`src/rtl/fetch_redirect_ctrl_pkg.sv`:
```
// Shared types for the fetch PC sequencer: virtual address, redirect priority and request record.
package fetch_redirect_ctrl_pkg;

   typedef logic [31:0] virt_t;

   // Numeric order matters: a larger value is the more urgent redirect.
   typedef enum logic [1:0] {
      PRIO_NONE = 2'd0,
      PRIO_PRED = 2'd1,
      PRIO_RES  = 2'd2,
      PRIO_EXC  = 2'd3
   } redirect_prio_t;

   typedef struct packed {
      logic           valid;
      redirect_prio_t prio;
      virt_t          target;
   } redirect_req_t;

   typedef enum logic [1:0] {
      ST_BOOT = 2'd0,
      ST_RUN  = 2'd1,
      ST_HOLD = 2'd2
   } fetch_state_t;

endpackage

```
`src/rtl/fetch_redirect_ctrl_prio_mux.sv`:
```
// Combinational priority select of this cycle's redirect requests against the held one.
// A new request beats the held entry when its priority is equal or higher; win_new tells which side won.
module redirect_prio_mux
   import fetch_redirect_ctrl_pkg::*;
(
   input  redirect_req_t exc,
   input  redirect_req_t res,
   input  redirect_req_t pred,
   input  redirect_req_t pend,
   output redirect_req_t win,
   output logic          win_new
);

   redirect_req_t newest;

   always_comb begin
      newest = '0;
      if (exc.valid)
         newest = exc;
      else if (res.valid)
         newest = res;
      else if (pred.valid)
         newest = pred;

      win     = pend;
      win_new = 1'b0;
      if (newest.valid && (!pend.valid || newest.prio >= pend.prio)) begin
         win     = newest;
         win_new = 1'b1;
      end
   end

endmodule

```
`src/rtl/fetch_redirect_ctrl.sv`:
```
// Fetch PC sequencer: picks the next icache address from redirects or the sequential step,
// and holds a redirect across icache-busy / backend-stall cycles so none is lost.
module fetch_redirect_ctrl
   import fetch_redirect_ctrl_pkg::*;
#(
   parameter virt_t BOOT_VEC = 32'hbfc00000,
   parameter int    N_ISSUE  = 1
)
(
   input  logic        clk,
   input  logic        rst,
   input  logic        ready,
   input  logic        stall,
   input  logic        except_valid,
   input  logic [31:0] except_target,
   input  logic        resolve_valid,
   input  logic [31:0] resolve_target,
   input  logic        predict_valid,
   input  logic [31:0] predict_target,
   output logic [31:0] pc,
   output logic [31:0] npc,
   output logic        flush,
   output logic        redirect_pend
);

   localparam virt_t STEP = virt_t'(4 * N_ISSUE);

   fetch_state_t  state;
   redirect_req_t pend;
   redirect_req_t exc_req, res_req, pred_req, win;
   logic          win_new;
   logic          running;
   logic          win_vld;
   logic          advance;
   logic          pred_ok;

   // A prediction is stale once a mispredict/exception is pending or arriving.
   assign pred_ok = predict_valid && !except_valid && !resolve_valid &&
                    !(pend.valid && pend.prio >= PRIO_RES);

   assign exc_req  = '{valid: except_valid,  prio: PRIO_EXC,  target: except_target};
   assign res_req  = '{valid: resolve_valid, prio: PRIO_RES,  target: resolve_target};
   assign pred_req = '{valid: pred_ok,       prio: PRIO_PRED, target: predict_target};

   redirect_prio_mux u_mux (
      .exc     (exc_req),
      .res     (res_req),
      .pred    (pred_req),
      .pend    (pend),
      .win     (win),
      .win_new (win_new)
   );

   // Redirects are not honoured until the boot fetch has been accepted.
   assign running = !rst && (state != ST_BOOT);
   assign win_vld = running && win.valid;
   assign advance = ready && !stall;

   assign flush = win_vld && win_new && (win.prio >= PRIO_RES);

   always_comb begin
      if (!running)
         npc = BOOT_VEC;
      else if (win_vld)
         npc = win.target;
      else
         npc = pc + STEP;
   end

   assign redirect_pend = (state == ST_HOLD);

   always_ff @(posedge clk) begin
      if (rst) begin
         state <= ST_BOOT;
         pc    <= BOOT_VEC - STEP;
         pend  <= '0;
      end else begin
         case (state)
            ST_BOOT: begin
               if (advance) begin
                  pc    <= npc;
                  state <= ST_RUN;
               end
            end
            ST_RUN, ST_HOLD: begin
               if (advance) begin
                  pc         <= npc;
                  pend.valid <= 1'b0;
                  pend.prio  <= PRIO_NONE;
                  state      <= ST_RUN;
               end else if (win_vld) begin
                  pend  <= '{valid: 1'b1, prio: win.prio, target: win.target};
                  state <= ST_HOLD;
               end
            end
            default: begin
               state <= ST_BOOT;
               pend  <= '0;
            end
         endcase
      end
   end

endmodule
```
`config.mk`:
```
export PLATFORM = sky130hd
export DESIGN_NAME = fetch_redirect_ctrl
export DESIGN_NICKNAME = d
export VERILOG_FILES = /design/src/rtl/fetch_redirect_ctrl_pkg.sv /design/src/rtl/fetch_redirect_ctrl_prio_mux.sv /design/src/rtl/fetch_redirect_ctrl.sv
export SDC_FILE = /design/constraint.sdc
export NUM_CORES = 1
export LEC_CHECK = 0
export CAP_MARGIN = 20
export CORE_UTILIZATION = 40
export CTS_BUF_LIST = sky130_fd_sc_hd__clkbuf_4
export CTS_CLUSTER_SIZE = 30
export DETAILED_ROUTE_END_ITERATION = 10
export PLACE_DENSITY = 0.8
export SLEW_MARGIN = 20
export SYNTH_ARGS = -nofsm -noshare
export SYNTH_HDL_FRONTEND = slang
export SYNTH_SLANG_ARGS = --single-unit
```
`constraint.sdc`:
```
create_clock -name clk -period 12.68 [get_ports clk]
set_input_delay 3.17 -clock clk [delete_from_list [all_inputs] [get_ports clk]]
set_output_delay 3.17 -clock clk [all_outputs]
set_load 0.005 [all_outputs]
```
==> run summary, run 1 <==
hpwl dp -> 13,330 um
core area -> 12,010 sq um
post-cts resize count -> 0
Worst Path Required -> 9510 ps
Non-Filler Instances -> 916
FF+latch area -> 1381 sq um
GR Util All Layers -> 28.16%
vias per std cell -> 6.111
area of the multi-input gates -> 3246 sq um
Reg2Reg Setup Slack -> 8780 ps
CTS Buffer Depth -> 2
Net Sw Frac -> 40.51%
final hold vios -> 0
CP Capture Type -> output pin
Starting Density -> 40.89%
# setup viols final -> 0
Worst-Margin Slew -> 942.4 ps
remaining antenna violation count -> 0
fill cell count -> 1,133
CP top delay family -> simple AND/OR/NAND/NOR gates
Worst setup SP type -> input port
Core Rows -> 40
DRC -> 0
clk slew on worst S/H paths -> 110 ps
fmax -> 0.09202 GHz
Max VDD drop -> 0.04500 mV
GP Congestion -> 0.9311
unrepaired setup endpoints after global routing -> false
Synth Area in Simple Gates -> 24.66%
Final Skew -> 21.30 ps
Yosys reg bits -> 69
initial antenna violation count -> 0
Slew Limit Fails -> 0
P_sw -> 311.4 uW
final worst slack -> 1813 ps
CTS Root Cell -> clkbuf_4
Critical-path top delay cell -> clkdlybuf4s50_1
setup bufs post-CTS -> 0
largest net degree at the start of global routing -> 66
Place WS -> 1872 ps
DIE WIDTH -> 112.8 um
area share of fa/ha/maj cells after synthesis -> 1.529%
power density over the cells -> 114.5 nW/um^2
top_reg_cell synth -> dfxtp_1
Synth Cell Area -> 4911 sq um
CTS Sinks -> 69
Synth Warn # -> 0
Rel. slew slack -> 36.94%
final net count -> 873
layout cells sized above 1 -> 7.152%
Static Leak -> 0.002461 uW
Logic pwr share -> 46.8%
DIE HEIGHT -> 112.8 um
drt pass-1 iters -> 6
worst min-delay path category -> register to register
CP arrival -> 7700 ps
Synth async-reset ratio -> 0%
Seq pwr share -> 33.9%
Tmin final -> 10,870 ps
DR iter-0 viols -> 487
Cells after Synth -> 626
global route total overflow -> 0
Post-synth EDFFs -> 0
post-synthesis sequential area ratio -> 28.13%
first-pass GRT wire length -> 27,950 um
Final Cycle Share -> 85.70%
Synth Area in XOR/XNOR -> 4.815%
crit-path cells -> clkdlybuf4s50_1 > nor2_1 > and2_1 > nor2_1 > ha_1 > nand2b_1 > a21oi_2 > or2_1 > buf_4 > nor3_1 > a211o_1 > and3_1 > clkdlybuf4s50_1
WS Path Type -> input port to output pin
Power, Total -> 768.6 uW
syn nets -> 735
mean post-synth cell area -> 7.845 sq um
DIE AREA -> 12,730 sq um
outcome -> finished, final reports clean
Synth Area in Compound Gates -> 31.41%
Max Cap Viol -> 0
CTS Buf Count -> 9
post-route setup TNS -> 0 ps
Clk network pwr share -> 19.3%
via count -> 5,598
placed insts -> 900
Critical path buffers and inverters -> 3
Int Power -> 457.2 uW
main combinational cell family by area after synthesis -> compound AO/OA/AOI/OAI gates
vias in the first global route -> 5,207
Antenna diodes -> 0
H-tree levels -> 3
total routed wirelength -> 17,930 um
CTS tree -> yes
Post-CTS Hold Fix Bufs -> 0
CP Max Fanout -> 26
Worst-Skew Late Latency -> 430 ps
Synth cell types -> 68
Port Buffers -> 168
multiplexer share of the synthesized area -> 3.567%
Boundary Pins -> 169
Area Overhead vs Synth -> 36.64%
wire per inst -> 19.57 um
Critical Path Max Stage Delay -> 770 ps
power by group through the flow:
stage / Clock, uW / Sequential (uW) / Combinational (uW)
2_1_floorplan: 0 / 257 / 214
6_report: 148 / 261 / 360
3_5_place_dp: 0 / 264 / 356
3_3_place_gp: 0 / 264 / 350
4_1_cts: 148 / 260 / 356
5_1_grt: 158 / 263 / 389
through the flow:
stage,util (%),instance area [sq um],hold WS (ps)
finish,55.86,6710,508.1
global route,55.86,6710,521.6
CTS,55.82,6705,502.5
detailed placement,54.71,6571,479.6
global placement,54.71,6571,459.5
floorplan,-,4911,444.3
per-layer routing:
layer | global-route usage (%) | share of wire, % | vias up
met1 | 37.11 | 43 | 2654
met4 | 9.511 | 2.1 | 0
met5 | 0 | 0 | -
li1 | - | - | 2615
met2 | 45.14 | 46 | 302
met3 | 6.695 | 9.1 | 27
cell usage after synthesis, drive strengths merged, types with 2 or more instances:
cell type	n	area share (%)
nor2b	7	0.89
nor2	95	7.7
and2	6	0.76
or2	3	0.38
nor3	17	1.8
and4	5	0.92
dfxtp	69	28
mux2	4	0.92
a222oi	13	2.6
o21a	3	0.46
a221o	5	1.0
a31oi	7	0.89
o31ai	4	0.92
o21ai	47	4.8
a2bb2oi	15	2.7
a211oi	8	1.2
or4	2	0.38
a32oi	2	0.36
a2111oi	3	0.54
a22o	7	1.2
nor4	9	3.0
a21o	14	2.1
o211ai	3	0.46
mux2i	13	2.6
clkbuf	22	1.9
and3	6	0.76
buf	27	3.3
nand3	21	2.4
nand2	47	3.7
ha	6	1.5
a22oi	24	3.7
inv	9	0.69
a21boi	2	0.38
nand4	5	0.94
xor2	16	2.9
nand2b	6	0.76
a21oi	41	4.3
xnor2	11	2.0
a221oi	12	2.1
registers in the layout, indices dropped and copies added (netlist names):
| signal | cells |
|---|---|
| pend | 35 |
| pc | 32 |
| state | 2 |
worst min-delay path, stage by stage (launching register included):
cell and delay [ps]:
dfxtp_1 350, a2bb2oi_1 60, nor2_1 70
path summary, 6_finish.rpt:
| kind | startpoint | end | cells after the start |
|---|---|---|---|
| setup / recovery | resolve_valid | npc[2] | 13 |
| hold reg to reg | pend[6] | pend[6] | 2 |
| setup reg to reg | pend[34] | pend[23] | 11 |
| hold / removal | pend[6] | pend[6] | 2 |
cells in the final DEF, fill, tap and decap left out, drive strengths merged, types with 4 or more instances in the layout:
cell type,count
a22oi,24
buf,10
mux2,4
nor3,17
a221o,5
nand3,21
clkdlybuf4s50,166
a2bb2oi,15
mux2i,13
nand4,5
xor2,16
a21o,14
nor4,9
xnor2,11
a21oi,41
a221oi,12
nor2b,7
a211oi,8
and3,6
inv,9
nand2b,6
a31oi,7
nor2,95
and4,5
ha,6
clkbuf,11
and2,6
dfxtp,69
nand2,47
a22o,7
a222oi,13
o21ai,47
o31ai,4
cell families (layout without fill, tap and decap cells):
kind of cell / after synthesis / in the layout
fa+ha+maj: 6 / 6
mux: 17 / 17
compound gates: 218 / 218
xor+xnor: 27 / 27
flops: 69 / 69
simple gates: 231 / 231
buf+inv: 58 / 201
cell type report:
cell class	instances	share of cell area (%)
clock buffer	11	1.231
clock inverter	5	0.7645
inverter	9	0.5034
multi-input combinational	499	48.37
sequential	69	20.59
tap	147	2.741
timing repair buffer	176	25.81
Note: power is estimated with default switching activity, not from simulation.
==> inputs of run 2 (changes only) <==
--- a/config.mk
+++ b/config.mk
@@ -5,13 +5,14 @@
 export SDC_FILE = /design/constraint.sdc
 export NUM_CORES = 1
 export LEC_CHECK = 0
+export ABC_AREA = 1
 export CAP_MARGIN = 20
 export CORE_UTILIZATION = 40
 export CTS_BUF_LIST = sky130_fd_sc_hd__clkbuf_4
 export CTS_CLUSTER_SIZE = 30
 export DETAILED_ROUTE_END_ITERATION = 10
-export PLACE_DENSITY = 0.8
-export SLEW_MARGIN = 20
+export PLACE_DENSITY = 0.79
+export SLEW_MARGIN = 40
 export SYNTH_ARGS = -nofsm -noshare
 export SYNTH_HDL_FRONTEND = slang
 export SYNTH_SLANG_ARGS = --single-unit
==> run summary, run 2 <==
Final Cycle Share -> 86.88% (+1.2 points)
CP Capture Type -> output pin
number of flip-flops in the largest register -> 35 (unchanged)
DIE WIDTH -> 116.0 um (+2.9%)
met3 WL post-DR -> 1147 um (-30%)
Synth top area share -> 26.55% (-1.6 points)
CTS Buffer Depth -> 2 (unchanged)
initial antenna violation count -> 0 (unchanged)
clk slew on worst S/H paths -> 120 ps (about the same)
Synth async-reset ratio -> 0% (unchanged)
worst min-delay path category -> register to register
Final Skew -> 19.90 ps (-1.406 ps)
Worst Path Required -> 9510 ps (about the same)
WS Path Type -> input port to output pin
Synth Warn # -> 0 (unchanged)
most common cell after layout, fill and taps aside -> nand2_1
layout cells sized above 1 -> 6.140% (-1.0 points)
Post-synth top cells -> nand2_1 (334), a21oi_1 (105), nor2_1 (77), nand3_1 (72), dfxtp_1 (69)
crit-path cells -> clkdlybuf4s50_1 > buf_4 > inv_2 > nand2_4 > nor2_4 > nor2_1 > ha_1 > inv_1 > nand2_1 > nand2_1 > nand2_1 > nand2_4 > clkinv_2 > o21ai_0 > inv_1 > nand2_1 > and2_1 > clkdlybuf4s50_1
final net count -> 1,130 (+29%)
Boundary Pins -> 169 (unchanged)
largest net degree at the start of global routing -> 67 (+1.5%)
Max Cap Viol -> 0 (unchanged)
Synth area leader -> dfxtp_1
Largest regs -> pend (35), pc (32), state (2)
P_sw -> 220.4 uW (-29%)
DRC -> 0 (unchanged)
Post-synth EDFFs -> 0 (unchanged)
CTS Sinks -> 69 (unchanged)
drt pass-1 iters -> 5 (-1)
CP Max Fanout -> 49 (+88%)
Cells after Synth -> 881 (+41%)
vias in the first global route -> 5,524 (+6.1%)
final hold vios -> 0 (unchanged)
CTS tree -> yes
vias per std cell -> 5.184 (-15%)
Synth cell types -> 37 (-46%)
Worst-Margin Slew -> 724.5 ps (-217.9 ps)
Synth Cell Area -> 5202 sq um (+5.9%)
FF-to-FF Start -> pend[34]
Antenna diodes -> 0 (unchanged)
Static Leak -> 0.002992 uW (+22%)
Biggest register -> pend
unrepaired setup endpoints after global routing -> false
# setup viols final -> 0 (unchanged)
Critical-path top delay cell -> clkinv_2
DR iter-0 viols -> 670 (+38%)
setup bufs post-CTS -> 0 (unchanged)
Critical Path Max Stage Delay -> 610 ps (-160 ps)
wire per inst -> 14.64 um (-25%)
hpwl dp -> 13,160 um (-1.2%)
most frequent cells in the layout -> nand2_1 (334), clkdlybuf4s50_1 (167), a21oi_1 (105), nor2_1 (77), nand3_1 (72)
Worst setup SP type -> input port
uppermost layer routed -> met4
top_reg_cell synth -> dfxtp_1
Synth area leaders -> dfxtp_1 (27%), nand2_1 (24%), a21oi_1 (10%)
Seq pwr share -> 37.4% (+3.5 points)
post-synthesis sequential area ratio -> 26.55% (-1.6 points)
met2 WL -> 8568 um (+3.8%)
Hold Crit Start -> pend[24]
Slew Limit Fails -> 0 (unchanged)
CTS Buf Count -> 9 (unchanged)
CTS Root Cell -> clkbuf_4
Post-CTS Hold Fix Bufs -> 0 (unchanged)
GP Congestion -> 0.9594 (+3.0%)
top-count cell post-synth -> nand2_1
Int Power -> 423.0 uW (-7.5%)
Tmin final -> 11,020 ps (+149.7 ps)
Fin Hold WS -> 472.0 ps (-36.17 ps)
CP arrival -> 7850 ps (+150 ps)
Yosys reg bits -> 69 (unchanged)
mean post-synth cell area -> 5.905 sq um (-25%)
DIE AREA -> 13,470 sq um (+5.8%)
syn nets -> 990 (+35%)
Worst-Skew Late Latency -> 450 ps (+20 ps)
Core Rows -> 41 (+2.5%)
post-route setup TNS -> 0 ps (unchanged)
Area Overhead vs Synth -> 36.39%
Critical path buffers and inverters -> 7 (+4)
Rel. slew slack -> 51.70% (+15 points)
post-cts resize count -> 0 (unchanged)
crit path launch -> except_valid
GR Util All Layers -> 26.57% (-1.6 points)
H-tree levels -> 3 (unchanged)
first-pass GRT wire length -> 27,590 um (-1.3%)
Port Buffers -> 168 (unchanged)
crit-path most repeated cell -> nand2_1
Starting Density -> 41.06% (+0.17 points)
fmax -> 0.09077 GHz (-1.4%)
M1 wire length -> 7302 um (-4.6%)
fill cell count -> 1,266 (+12%)
power density over the cells -> 90.68 nW/um^2 (-21%)
remaining antenna violation count -> 0 (unchanged)
outcome -> finished, final reports clean
Clk network pwr share -> 29.5% (+10 points)
DIE HEIGHT -> 116.0 um (+2.9%)
CP top delay family -> buffers and inverters
Net Sw Frac -> 34.25% (-6.3 points)
via count -> 6,211 (+11%)
Max VDD drop -> 0.08752 mV (+95%)
core area -> 12,670 sq um (+5.5%)
total routed wirelength -> 17,540 um (-2.2%)
global route total overflow -> 0 (unchanged)
Logic pwr share -> 33.1% (-14 points)
[run 2: cell families after synthesis]
family,after synthesis,synth area share [%]
buf+inv,106,9.331
flops,69,26.55
simple gates,530,43.41
fa+ha+maj,6,1.443
compound gates,163,18.09
xor+xnor,7,1.178
[run 2: final timing paths]
kind	slack, ps	to	depth (start not counted)
max	1660	npc[12]	18
min	470	pend[24]	2
max reg2reg	9100	pc[16]	16
min reg2reg	470	pend[24]	2
[run 2: per-layer routing]
layer / vias up / global-route usage (%)
met1: 2791 / 32.59
met3: 35 / 5.492
li1: 3141 / -
met2: 244 / 46.11
met4: 0 / 8.974
met5: - / 0
[run 2: final cells by class]
cell class	count	area, sq um	area share (%)
multi-input cells	706	3336	47.01
repair buffers	174	1742	24.55
flip-flops and latches	69	1381	19.47
inverters	61	231.5	3.262
well taps	172	215.2	3.033
clock inverters	7	122.6	1.728
clock buffers	9	67.56	0.9522
[run 2: through the flow]
| stage | utilization [%] | cell area, sq um | setup slack, ps | instances | total power (uW) |
|---|---|---|---|---|---|
| finish | 56.00 | 7096 | 1664 | 1198 | 643.4 |
| global route | 56.00 | 7096 | 1221 | 1198 | 678.4 |
| CTS | 55.77 | 7067 | 1727 | 1197 | 643.2 |
| detailed placement | 54.27 | 6877 | 1732 | 1181 | 454.4 |
| global placement | 54.26 | 6875 | 1826 | 1181 | 452.9 |
| floorplan | - | 5202 | 4542 | 881 | 364.8 |
[run 2: power by group through the flow]
stage          clock [uW]  combinational (uW)  sequential [uW]
6_report              190                 213              241
5_1_grt               201                 235              242
2_1_floorplan           0                 123              242
3_3_place_gp            0                 208              245
3_5_place_dp            0                 209              245
4_1_cts               193                 210              240
[run 2: worst reg2reg max path: cells and delay by family (launching register included)]
| kind | cells | cell delay, ps |
|---|---|---|
| fa+ha+maj | 1 | 300 |
| buf+inv | 2 | 660 |
| simple gates | 12 | 2090 |
| compound gates | 1 | 90 |
| flops | 1 | 340 |
